===== config.mk =====
export PLATFORM = sky130hd
export DESIGN_NAME = aes_byte_loader
export DESIGN_NICKNAME = d
export VERILOG_FILES = /design/src/rtl/aes_pkg.sv /design/src/rtl/aes_byte_buf16.sv /design/src/rtl/aes_byte_loader.sv
export SDC_FILE = /design/constraint.sdc
export NUM_CORES = 1
export LEC_CHECK = 0
export ABC_CLOCK_PERIOD_IN_PS = 3300
export CAP_MARGIN = 0
export CORE_MARGIN = 5
export CORE_UTILIZATION = 61
export DETAILED_ROUTE_END_ITERATION = 8
export HOLD_SLACK_MARGIN = 0.06
export PLACE_DENSITY = 0.87
export SYNTH_ARGS = -nofsm -noshare
export SYNTH_HDL_FRONTEND = slang
export SYNTH_HIERARCHICAL = 1
export SYNTH_SLANG_ARGS = --single-unit

===== constraint.sdc =====
create_clock -name clk -period 3.3 [get_ports clk]
set_input_delay 0.66 -clock clk [delete_from_list [all_inputs] [get_ports clk]]
set_output_delay 0.66 -clock clk [all_outputs]
set_load 0.01 [all_outputs]

===== src/rtl/aes_pkg.sv =====
// Shared definitions for the byte-serial AES loader: block size, FSM encoding,
// and write-select codes.
package aes_pkg;

    localparam int AES_NBYTES = 16;

    typedef enum logic [1:0] {
        ST_IDLE   = 2'd0,
        ST_RESET  = 2'd1,
        ST_STREAM = 2'd2,
        ST_RUN    = 2'd3
    } aes_state_e;

    localparam logic SEL_PT  = 1'b0;
    localparam logic SEL_KEY = 1'b1;

endpackage


===== src/rtl/aes_byte_buf16.sv =====
// Byte register file with a saturating write pointer and asynchronous read.
// Contents survive reset; only the pointer is cleared.
module aes_byte_buf16
    import aes_pkg::*;
#(
    parameter  int NBYTES = AES_NBYTES,
    localparam int IW     = $clog2(NBYTES),
    localparam int PW     = $clog2(NBYTES + 1)
) (
    input  logic          clk,
    input  logic          rst,
    input  logic          clr_i,
    input  logic          we_i,
    input  logic [7:0]    wdata_i,
    input  logic [IW-1:0] ridx_i,
    output logic [7:0]    rdata_o,
    output logic          full_o
);

    logic [PW-1:0] ptr_q, ptr_d;
    logic [7:0]    mem_q [NBYTES];
    logic          accept;

    assign full_o  = (ptr_q == PW'(NBYTES));
    assign accept  = we_i && !full_o;
    assign rdata_o = mem_q[ridx_i];

    always_comb begin
        ptr_d = ptr_q;
        if (clr_i) begin
            ptr_d = '0;
        end else if (accept) begin
            ptr_d = ptr_q + 1'b1;
        end
    end

    always_ff @(posedge clk) begin
        if (rst) begin
            ptr_q <= '0;
        end else begin
            ptr_q <= ptr_d;
        end
    end

    always_ff @(posedge clk) begin
        if (accept) begin
            mem_q[ptr_q[IW-1:0]] <= wdata_i;
        end
    end

endmodule


===== src/rtl/aes_byte_loader.sv =====
// Collects plaintext/key bytes from the host, then resets the AES core and
// streams both blocks to it one byte per clock before waiting out its run time.
module aes_byte_loader
    import aes_pkg::*;
#(
    parameter int NBYTES     = AES_NBYTES,
    parameter int RST_CYCLES = 2,
    parameter int RUN_CYCLES = 160
) (
    input  logic       clk,
    input  logic       rst,
    input  logic       wr_valid,
    output logic       wr_ready,
    input  logic       wr_sel,
    input  logic [7:0] wr_data,
    input  logic       start,
    output logic       start_err,
    output logic [7:0] pt_byte,
    output logic [7:0] key_byte,
    output logic       core_rst_n,
    output logic       busy,
    output logic       stream_first
);

    localparam int IW   = $clog2(NBYTES);
    localparam int CMX0 = (RST_CYCLES > RUN_CYCLES) ? RST_CYCLES : RUN_CYCLES;
    localparam int CMAX = (CMX0 > NBYTES) ? CMX0 : NBYTES;
    localparam int CW   = $clog2(CMAX + 1);

    localparam logic [CW-1:0] RST_LAST = CW'(RST_CYCLES - 1);
    localparam logic [CW-1:0] RUN_LAST = CW'(RUN_CYCLES - 1);
    localparam logic [IW-1:0] IDX_LAST = IW'(NBYTES - 1);

    aes_state_e    state_q, state_d;
    logic [CW-1:0] cnt_q, cnt_d;
    logic [IW-1:0] idx_q, idx_d;
    logic [7:0]    pt_q, pt_d;
    logic [7:0]    key_q, key_d;
    logic          crn_q, crn_d;
    logic          serr_q, serr_d;

    logic          clr;
    logic [IW-1:0] rd_idx;
    logic [7:0]    pt_rd, key_rd;
    logic          pt_full, key_full;
    logic          pt_we, key_we;

    assign wr_ready = (state_q == ST_IDLE) && !((wr_sel == SEL_KEY) ? key_full : pt_full);
    assign pt_we    = wr_valid && wr_ready && (wr_sel == SEL_PT);
    assign key_we   = wr_valid && wr_ready && (wr_sel == SEL_KEY);

    aes_byte_buf16 #(.NBYTES(NBYTES)) u_pt_buf (
        .clk     (clk),
        .rst     (rst),
        .clr_i   (clr),
        .we_i    (pt_we),
        .wdata_i (wr_data),
        .ridx_i  (rd_idx),
        .rdata_o (pt_rd),
        .full_o  (pt_full)
    );

    aes_byte_buf16 #(.NBYTES(NBYTES)) u_key_buf (
        .clk     (clk),
        .rst     (rst),
        .clr_i   (clr),
        .we_i    (key_we),
        .wdata_i (wr_data),
        .ridx_i  (rd_idx),
        .rdata_o (key_rd),
        .full_o  (key_full)
    );

    always_comb begin
        state_d = state_q;
        cnt_d   = cnt_q;
        idx_d   = idx_q;
        pt_d    = pt_q;
        key_d   = key_q;
        crn_d   = crn_q;
        serr_d  = 1'b0;
        clr     = 1'b0;
        rd_idx  = '0;

        if (start && state_q != ST_IDLE) begin
            serr_d = 1'b1;
        end

        case (state_q)
            ST_IDLE: begin
                if (start) begin
                    if (pt_full && key_full) begin
                        state_d = ST_RESET;
                        crn_d   = 1'b0;
                        cnt_d   = '0;
                    end else begin
                        serr_d = 1'b1;
                    end
                end
            end
            ST_RESET: begin
                crn_d = 1'b0;
                if (cnt_q == RST_LAST) begin
                    // Byte 0 is loaded on the same edge that releases the core.
                    state_d = ST_STREAM;
                    crn_d   = 1'b1;
                    idx_d   = '0;
                    rd_idx  = '0;
                    pt_d    = pt_rd;
                    key_d   = key_rd;
                end else begin
                    cnt_d = cnt_q + 1'b1;
                end
            end
            ST_STREAM: begin
                if (idx_q == IDX_LAST) begin
                    state_d = ST_RUN;
                    cnt_d   = '0;
                    pt_d    = '0;
                    key_d   = '0;
                end else begin
                    idx_d  = idx_q + 1'b1;
                    rd_idx = idx_q + 1'b1;
                    pt_d   = pt_rd;
                    key_d  = key_rd;
                end
            end
            ST_RUN: begin
                if (cnt_q == RUN_LAST) begin
                    state_d = ST_IDLE;
                    clr     = 1'b1;
                end else begin
                    cnt_d = cnt_q + 1'b1;
                end
            end
            default: begin
                state_d = ST_IDLE;
            end
        endcase
    end

    always_ff @(posedge clk) begin
        if (rst) begin
            state_q <= ST_IDLE;
            cnt_q   <= '0;
            idx_q   <= '0;
            pt_q    <= '0;
            key_q   <= '0;
            crn_q   <= 1'b0;
            serr_q  <= 1'b0;
        end else begin
            state_q <= state_d;
            cnt_q   <= cnt_d;
            idx_q   <= idx_d;
            pt_q    <= pt_d;
            key_q   <= key_d;
            crn_q   <= crn_d;
            serr_q  <= serr_d;
        end
    end

    assign pt_byte      = pt_q;
    assign key_byte     = key_q;
    assign core_rst_n   = crn_q;
    assign start_err    = serr_q;
    assign busy         = (state_q != ST_IDLE);
    assign stream_first = (state_q == ST_STREAM) && (idx_q == '0);

endmodule


==> impl_metrics.tcl <==
set metrics [dict create \
    status "completed" \
    p_comb_share_pct 2.1 \
    initial_core_util_pct 62.48 \
    grt_pass1_vias 7292 \
    seq_area_frac_synth_pct 69.68 \
    synth_compound_area_share_pct 5.674 \
    synth_xor_area_share_pct 0.2862 \
    gr-usage-all-layers_pct 26.45 \
    gp_congestion 0.8741 \
    hold_viol_final 0 \
    fin_ws_ns 0.1283 \
    cts_tree "built" \
    antenna_found_initial 1 \
    crit_path_max_fanout 9 \
    insertion_delay_ns 0.55 \
    numCtsBuffers 28 \
    cts_root_buf "clkbuf_16" \
    setup_viol 0 \
    clock_path_buffers 3 \
    fmax_ghz 0.3153 \
    fp.dieW_um 151.7 \
    cp_data_arrival_time_ns 3.62 \
    die_y_um 151.7 \
    coreArea_mm2 0.01959 \
    critPathKind "reg2reg" \
    grt_max_degree 40 \
    grt_pass1_wl_um 45080 \
    drv_cap 0 \
    p_leak_nw 4.469 \
    p_clk_share_pct 42.0 \
    pre_cts_ws_ns 0.3564 \
    die_area_mm2 0.02300 \
    rows 51 \
    totalWireLength_um 29530 \
    synth_edf_count 256 \
    switching_share_pct 19.80 \
    finalSetupTns_ns 0 \
    wl_per_cell_um 27.52 \
    hp-class "reg2reg" \
    area_growth_syn_to_layout_pct 13.71 \
    detail_route.iter0.violations 998 \
    syn_area_per_cell_um2 17.19 \
    crit_path_end_kind "register" \
    rsz0062_at_grt "false" \
    ys_types 53 \
    drive_above_1_share_pct 16.60 \
    finalCriticalPeriod_ns 3.172 \
    grt_overflow_total 0 \
    yosys-top-cells-area "edfxtp_1 63%, dfxtp_1 6.9%, mux4_2 6.6%, mux4_1 6.0%, a22oi_1 2.0%" \
    syn_area_mm2 0.01224 \
    worst_pin_slew_ns 0.9399 \
    synth_top_area_share_pct 62.81 \
    reg2reg_setup_slack_ns 0.13 \
    post-route-period-util_pct 96.11 \
    syn_nets 741 \
    slew_headroom_pct 37.15 \
    multi_input_area_mm2 0.003420 \
    synth_top_cell_by_area "edfxtp_1" \
    cts_resized 2 \
    io_pins 34 \
    fillCellCount 1072 \
    dr.pass1.iters 6 \
    async_flop_share_pct 0 \
    p_per_area_mw_per_mm2 528.3 \
    synthSimpleGateAreaFrac_pct 7.350 \
    synth_seq_cells 298 \
    clock_skew_ns 0.03539 \
    seqPwrFrac_pct 55.9 \
    cts_hold_buf 0 \
    path_clk_slew_ns 0.06 \
    slew_viol_final 0 \
    detail-route-antenna-nets 0 \
    synth_adder_area_share_pct 1.636 \
    postCtsSetupRepairBufs 0 \
    ir_drop_uv 302.8 \
    vias 7375 \
    numPortBuffers 33 \
    clock_sinks 298 \
    yosysWarnings 6 \
    worstPathRequired_ns 3.75 \
    drcViolationCount 0 \
    register_area_mm2 0.008528 \
    start_kind "register" \
    via_per_inst 6.873 \
    synthMuxAreaShare_pct 12.88 \
    synth_top_family_by_area "multiplexers" \
    layout.nets 816 \
    yosys_most_used_dff "edfxtp_1" \
    power_switching_mw 1.456 \
    htreeDepth 1 \
    internal-power_mw 5.897 \
    synth_cells 712 \
    dp_hpwl_um 16290 \
]
cell usage in the layout (no fill, tap or decap), types with 3 or more instances in the layout:
master,synthesis,final
nand4_1,9,9
mux2i_1,3,3
mux4_1,28,28
o21ai_0,12,12
nor2_1,39,38
buf_4,2,40
clkbuf_16,0,29
or2_2,3,3
edfxtp_1,256,256
a32o_1,5,5
dfxtp_1,42,42
clkbuf_1,8,5
ha_1,16,16
nand2b_1,5,5
or3_1,3,3
nor3_1,5,5
mux4_2,36,36
a22oi_1,32,32
nor2b_1,5,5
and3_1,12,11
clkinv_2,0,8
clkinv_1,1,6
clkdlybuf4s50_1,0,32
xor2_1,3,3
a21oi_1,29,29
nand2_1,54,54
buf_12,0,3
inv_1,19,19
nand3_1,26,26
Yosys cell counts, types with 9 or more instances:
library cell and n:
a22oi_1 32, nand2_1 54, nor2_1 39, nand4_1 9, mux4_2 36, nand3_1 26, inv_1 19, a21oi_1 29
o21ai_0 12, and3_1 12, edfxtp_1 256, dfxtp_1 42, mux4_1 28, ha_1 16
worst max-delay path: stages, from the launching register on:
cell	delay (ns)
dfxtp_1	0.38
ha_1	0.26
nand3_1	0.20
nand2_1	0.18
nor2_1	0.67
nor2b_1	0.63
a22oi_1	0.28
nand2_1	0.14
nand3_1	0.09
a21oi_1	0.26
cell families (layout without fill, tap and decap cells):
family | Yosys count | in the layout
AOI/OAI and AO/OA | 98 | 98
xor gates and xnor gates | 4 | 4
adders and majority gates | 16 | 16
buffers and inverters | 51 | 146
DFF | 298 | 298
muxes | 67 | 67
other | 0 | 1
and+or+nand+nor | 178 | 178
per-layer routing:
layer	part of all wire, %	track usage [%]	routed length (um)	vias to the layer above
met2	51	45.93	15110	603
met4	3.1	7.457	911	0
met3	10	3.956	3039	78
met1	35	35.39	10470	3677
met5	0	0	0	-
li1	-	-	-	3017
area by class of cell:
class | instances | area share, %
clock inverters | 16 | 0.9080
multi-input cells | 363 | 24.57
repair buffers | 76 | 4.954
diodes | 1 | 0.01798
well taps | 265 | 2.382
clock buffers | 34 | 5.349
flip-flops and latches | 298 | 61.28
inverters | 20 | 0.5394
worst paths after layout:
kind	start	depth (start not counted)	end
hold / removal	pt_byte[7]	2	pt_byte[7]
hold reg to reg	pt_byte[7]	2	pt_byte[7]
setup / recovery	idx_q[0]	9	key_byte[1]
setup reg to reg	idx_q[0]	9	key_byte[1]
registers in the layout, indices dropped and copies added, names as in the netlist:
| name | cells |
|---|---|
| state_q | 2 |
| u_key_buf/ptr_q | 5 |
| start_err | 1 |
| cnt_q | 8 |
| pt_byte | 8 |
| u_key_buf/mem_q | 128 |
| idx_q | 4 |
| u_pt_buf/ptr_q | 5 |
| key_byte | 8 |
| core_rst_n | 1 |
| u_pt_buf/mem_q | 128 |
per-stage QoR:
| step | power, mW | hold WS [ns] | util, % | std cells | area (um^2) |
|---|---|---|---|---|---|
| global route | 7.560 | 0.4664 | 71.04 | 1073 | 13920 |
| CTS | 7.361 | 0.4532 | 71.03 | 1072 | 13910 |
| detailed placement | 4.339 | 0.4443 | 66.56 | 1022 | 13040 |
| floorplan | 4.239 | 0.4705 | - | 712 | 12240 |
| global placement | 4.326 | 0.4400 | 66.56 | 1022 | 13040 |
| finish | 7.353 | 0.4498 | 71.04 | 1073 | 13920 |
power groups by stage:
stage	sequential, mW	clock (mW)	combinational (mW)
after floorplan	4.19	0	0.0500
after detailed placement	4.19	0	0.148
after CTS	4.11	3.10	0.154
final	4.11	3.09	0.157
after global placement	4.19	0	0.138
after global routing	4.11	3.28	0.168
Note: power is estimated with default switching activity, not from simulation.
